File: config.mk
export PLATFORM = sky130hd
export DESIGN_NAME = param_sequence_detector
export DESIGN_NICKNAME = d
export VERILOG_FILES = /design/src/rtl/param_sequence_detector.sv
export SDC_FILE = /design/constraint.sdc
export NUM_CORES = 1
export LEC_CHECK = 0
export ABC_AREA = 1
export BUFFER_PORTS_ARGS = -buffer_cell sky130_fd_sc_hd__buf_2
export CAP_MARGIN = 10
export CORE_AREA = 5 5 42 44
export CTS_CLUSTER_SIZE = 25
export DETAILED_ROUTE_END_ITERATION = 8
export DIE_AREA = 0 0 47 49
export REMOVE_ABC_BUFFERS = 1
export SETUP_SLACK_MARGIN = 0.2
export SLEW_MARGIN = 20
export SYNTH_ARGS = -nofsm -noshare
export SYNTH_HDL_FRONTEND = slang
export SYNTH_SLANG_ARGS = --single-unit
File: constraint.sdc
create_clock -name i_Clk -period 0.9 [get_ports i_Clk]
set_clock_uncertainty 0.05 [all_clocks]
set_input_delay 0.18 -clock i_Clk [delete_from_list [all_inputs] [get_ports i_Clk]]
set_output_delay 0.18 -clock i_Clk [all_outputs]
set_load 0.02 [all_outputs]
File: src/rtl/param_sequence_detector.sv
// Parametrised Mealy serial-pattern detector with loadable pattern, bit-valid qualifier
// and selectable overlap. Define MATCH_COUNT_EN to build the saturating match counter.
//
// state (fill_q) | meaning
// S0             | no history since reset/load/non-overlapped match
// Sk             | k valid bits held in hist_q
// S(LEN-1)       | history full; next valid bit can complete a match
module param_sequence_detector #(
  parameter int                     PATTERN_LEN   = 4,
  parameter logic [PATTERN_LEN-1:0] RESET_PATTERN = 4'b1011,
  parameter int                     OVERLAP       = 1,
  parameter int                     CNT_W         = 8
) (
  input  logic                   i_Clk,
  input  logic                   Reset,
  input  logic                   i_Valid,
  input  logic                   Sequence,
  input  logic                   i_Load,
  input  logic [PATTERN_LEN-1:0] i_Pattern,
  output logic                   X,
  output logic                   o_Match_Reg,
  output logic [CNT_W-1:0]       o_Count
);

  localparam int FW = (PATTERN_LEN > 2) ? $clog2(PATTERN_LEN) : 1;
  localparam logic [FW-1:0] FULL = FW'(PATTERN_LEN - 1);

  logic [PATTERN_LEN-1:0] pat_q, pat_d;
  logic [PATTERN_LEN-2:0] hist_q, hist_d;
  logic [FW-1:0]          fill_q, fill_d;
  logic [PATTERN_LEN-1:0] window;

  // window is the candidate pattern: stored history plus the bit arriving now
  assign window = {hist_q, Sequence};
  assign X = i_Valid & ~i_Load & ~Reset & (fill_q == FULL) & (window == pat_q);

  always_comb begin
    pat_d  = pat_q;
    hist_d = hist_q;
    fill_d = fill_q;
    if (i_Load) begin
      pat_d  = i_Pattern;
      hist_d = '0;
      fill_d = '0;
    end else if (i_Valid) begin
      if (X && (OVERLAP == 0)) begin
        hist_d = '0;
        fill_d = '0;
      end else begin
        hist_d = window[PATTERN_LEN-2:0];
        fill_d = (fill_q == FULL) ? FULL : fill_q + 1'b1;
      end
    end
  end

  always_ff @(posedge i_Clk) begin
    if (Reset) begin
      pat_q       <= RESET_PATTERN;
      hist_q      <= '0;
      fill_q      <= '0;
      o_Match_Reg <= 1'b0;
    end else begin
      pat_q       <= pat_d;
      hist_q      <= hist_d;
      fill_q      <= fill_d;
      o_Match_Reg <= X;
    end
  end

`ifdef MATCH_COUNT_EN
  logic [CNT_W-1:0] cnt_q;

  // saturates rather than wrapping; i_Load deliberately leaves it alone
  always_ff @(posedge i_Clk) begin
    if (Reset)
      cnt_q <= '0;
    else if (X && (cnt_q != {CNT_W{1'b1}}))
      cnt_q <= cnt_q + 1'b1;
  end

  assign o_Count = cnt_q;
`else
  assign o_Count = '0;
`endif

endmodule

; Word level (Yosys, flattened, before mapping)
; Index checks and enable logic that the tools add are counted.
[op_classes]
add_sub_neg = 1
n_eq_ne = 2
muxes = 1
bitwise_logic = 6
reduce_logical = 1
[op_table]
columns = cell, count
row1 = 1-bit AND, 4
row2 = 4-bit equality test, 1
row3 = "2-bit by 1-bit adder with 2-bit output, second input constant", 1
row4 = "2-bit equality test, second input constant", 1
row5 = 2-bit 2-to-1 mux, 1
row6 = 1-bit inverter, 2
row7 = 2-bit OR reduction, 1
[totals]
regBits = 10
input_bits = 9
output_inout_bits = 10

; Logic depth before layout (Yosys ltp)
[logic_depth]
word_depth = 5
ltp_mapped = 6

; Worst setup path before layout
; Ideal clock, no wire load.
[synth_timing]
path_type = reg2out
from = register hist_q[1]
to = output X
arrival_time_ps = 902
path_slack_ps = -232
path_stages_with_launch = 7
n_path_buf = 0
path_cell_list = dfxtp_1 > inv_1 > nand2_1 > nand2_1 > nor2_1 > nand2_1 > nor2_1
[synth_via]
elab_chain_cells = 2
[synth_rtl]
columns = element, line_no
row1 = "start, declared", 29  ; logic [PATTERN_LEN-2:0] hist_q, hist_d;
row2 = "start signal, assigned", 64  ; hist_q <= hist_d;
row3 = 4-bit equality test, 35  ; assign X = i_Valid & ~i_Load & ~Reset & (fill_q == FULL) & (window == pat_q);
row4 = 1-bit AND, 35
row5 = "end, declared", 20  ; output logic X,
; No other way between the ends.

; Final worst setup path
[layout_timing]
from = register pat_q[2]
to = output X
[layout_via]
elab_chain_cells = 2
[layout_rtl]
columns = element, line_no
row1 = "start, declared", 28  ; logic [PATTERN_LEN-1:0] pat_q, pat_d;
row2 = "start signal, assigned", 63  ; pat_q <= pat_d;
row3 = 4-bit equality test, 35
row4 = 1-bit AND, 35
; No other way between the ends.

==> flow_summary.ini <==
[grt]
grt_antenna_before_repair = 0
first_pass_grt_wire_length_mm = 1.62
grt_use_total = 0.103
maximum_number_of_pins_on_one_net_before_global_route_repair = 7
first_global_vias = 440
grt_overflow_total = 0

[routing]
drtAntennaViolNets = 0
drt-initial-drc-count = 2
route.detailed.vias_per_inst = 4.40
drc = 0
routed_wire_length_per_instance_um = 10.0
postRouteWirelength_mm = 1.09
drt_pre_antenna_iters = 2
vias = 480

[placed_design]
place.detailed.instances = 104
dpl-instance-area_um2 = 601
globalplace.congestion = 0.732
pre_cts_slack_ns = -0.215
portBuffers = 10
place.detailed.hpwl_um = 781

[yosys]
syn_avg_cell_area_um2 = 7.08
netlist.top_cell.by_area = sky130_fd_sc_hd__dfxtp_1
synth_seq_area_share = 0.416
number_of_warning_messages_in_the_yosys_log = 0
syn_area_um2 = 482
synth.area.top_cells = sky130_fd_sc_hd__dfxtp_1 42%, sky130_fd_sc_hd__buf_4 12%, sky130_fd_sc_hd__nand2_1 12%
synth_seq_cells = 10
synthesized_netlist_cell_count = 68
yosys.cell_types.count = 13
synth.top_cell.area_share = 0.416

[sta]
post-route-period-util = 1.51
timing.final.max_slew_violations = 0
hold_slack_ns = 0.0776
rsz0062_at_grt = true
finalSetupTns_ns = -0.481
fmax_mhz = 736
report.final.hold_viol_count = 0
final_critical_path_setup_slack_ns = -0.459
timing.final.crit_period_ns = 1.36
setup_viol = 2

[floorplanning]
floorplan.initialDensity = 0.344
design.core.area_um2 = 1400
die_area_um2 = 2300
ioPinCount = 19
die_height_um = 49
placementRows = 14
die_w_um = 47

[setup_path]
worst-endpoint-arrival_ns = 1.13
critical-path-slowest-cell = sky130_fd_sc_hd__dfxtp_2
critPathKind = reg -> out
path_length_in_cells_of_the_critical_path = 7
timing.critical_path.slowest_cell_delay_ns = 0.35
timing.critical_path.to = X
worst_setup_path_start_kind = flip-flop
setup.reg_to_reg.worst_slack_ns = 0.02
worstSetupStartpoint = pat_q[2]
critical_path.top_delay_family = flip-flops
critical_path.reg2reg.startpoint = hist_q[1]
cp-end-kind = output port
most_used_cell_cp = sky130_fd_sc_hd__nand2_1
rr_endpoint = hist_q[2]
worstRegToRegCells = 4
crit_fanout = 2
crit_chain = inv_2 > nand2_1 > nand2_1 > nor2_1 > nand2_1 > nor2_1 > buf_4
required_ns = 0.67
critPathBufInv = 2

[clock_network]
clk_transition_reported_paths_ns = 0.06
cts_htree_levels = 1
holdBufCountCts = 0
clk-insertion-delay-late_ns = 0.26
clock_tree.root_cell = sky130_fd_sc_hd__clkbuf_4
clk_path_buf_depth = 2
cts_num_sinks = 10
total_clock_buffers_created_by_cts = 3
tritoncts = done

[cells_and_area]
final_cell_area_um2 = 711
nets = 104
fillCellCount = 148
final_cell_count_no_fill = 109
antenna_cells_inserted = 0
final_core_util = 0.507
drive_above_1_share = 0.570
areaGrowthSynthToFinish_pct = 47.5

[power_and_ir_drop]
design_power_total_mw = 0.968
vdd.ir_drop.worst_mv = 0.654
pd_cells_nw_per_um2 = 1360
leakage_nw = 0.350

[status]
status = finished with violations
violations = setup timing

[min_path]
timing.hold.worst.class = in -> reg
holdCritStartpoint = i_Pattern[3]

[run]
maxCapViolations = 0
[final cells by class]
cell class                      instances  area, µm²  share of cell area
Sequential cell                        10        211               0.298
Tap cell                               16       20.0              0.0282
Inverter                               12       45.0              0.0634
Multi-Input combinational cell         45        240               0.338
Timing Repair Buffer                   23        171               0.241
Clock buffer                            3       22.5              0.0317
[cell usage after synthesis]
cell type / n
sky130_fd_sc_hd__o211ai_1: 1
sky130_fd_sc_hd__nor2_1: 4
sky130_fd_sc_hd__conb_1: 1
sky130_fd_sc_hd__inv_1: 12
sky130_fd_sc_hd__o21ai_0: 3
sky130_fd_sc_hd__nand2_1: 15
sky130_fd_sc_hd__o21ai_1: 4
sky130_fd_sc_hd__nor2_4: 1
sky130_fd_sc_hd__a21boi_0: 1
sky130_fd_sc_hd__nand3_1: 1
sky130_fd_sc_hd__a21oi_1: 7
sky130_fd_sc_hd__buf_4: 8
sky130_fd_sc_hd__dfxtp_1: 10
[registers in the layout, summed over array words and instances (netlist names)]
register	cells
hist_q	3
o_Match_Reg	1
fill_q	2
pat_q	4
[repair_timing]
item / CTS / global route
pin swaps: 6 / 7
endpoints found under the setup margin: 10 / 11
buffers inserted: 2 / 0
gates resized for setup: 23 / 12
[worst reg2reg max path, stage by stage, from the launching register on]
cell and delay [ns]:
sky130_fd_sc_hd__dfxtp_2 0.33, sky130_fd_sc_hd__buf_4 0.13, sky130_fd_sc_hd__buf_6 0.11, sky130_fd_sc_hd__o21ai_2 0.10
sky130_fd_sc_hd__a21oi_1 0.05
[routing by layer]
layer	vias to the layer above	global-route usage	wire length, µm
met5	-	0	0
met3	4	0.0221	93
met1	213	0.0929	410
li1	247	-	-
met4	0	0.0829	30
met2	16	0.181	555
[power breakdown]
part | switching, mW | total (mW) | internal (mW)
registers | 0.0158 | 0.483 | 0.467
clock network | 0.143 | 0.298 | 0.154
logic | 0.105 | 0.188 | 0.0836
[worst min path at each step]
| stage | end | slack, ns | cells after the start |
|---|---|---|---|
| after detailed placement | pat_q[0] | 0.35 | 3 |
| final | pat_q[3] | 0.08 | 3 |
| after global placement | pat_q[3] | 0.33 | 3 |
| after CTS | pat_q[0] | 0.08 | 3 |
| after floorplan | hist_q[1] | 0.22 | 1 |
| after global routing | pat_q[3] | 0.08 | 3 |
[placed cells by master, fill, tap and decap left out, types with 3 or more instances in the layout]
| cell type | Yosys | final |
|---|---|---|
| sky130_fd_sc_hd__dfxtp_2 | 0 | 9 |
| sky130_fd_sc_hd__inv_1 | 12 | 6 |
| sky130_fd_sc_hd__a21oi_2 | 0 | 3 |
| sky130_fd_sc_hd__buf_6 | 0 | 5 |
| sky130_fd_sc_hd__conb_1 | 1 | 8 |
| sky130_fd_sc_hd__nand2_1 | 15 | 12 |
| sky130_fd_sc_hd__inv_2 | 0 | 6 |
| sky130_fd_sc_hd__o21ai_2 | 0 | 5 |
| sky130_fd_sc_hd__nor2_1 | 4 | 4 |
| sky130_fd_sc_hd__a21oi_1 | 7 | 4 |
| sky130_fd_sc_hd__nand2_2 | 0 | 3 |
| sky130_fd_sc_hd__clkbuf_4 | 0 | 3 |
| sky130_fd_sc_hd__buf_4 | 8 | 10 |
| sky130_fd_sc_hd__buf_2 | 0 | 8 |
[cells by family after synthesis]
group / share of synthesized area
buffers and inverters: 0.218
DFF: 0.416
other: 0.00778
and+or+nand+nor: 0.182
AOI/OAI and AO/OA: 0.177
(Power assumes the default switching activity.)
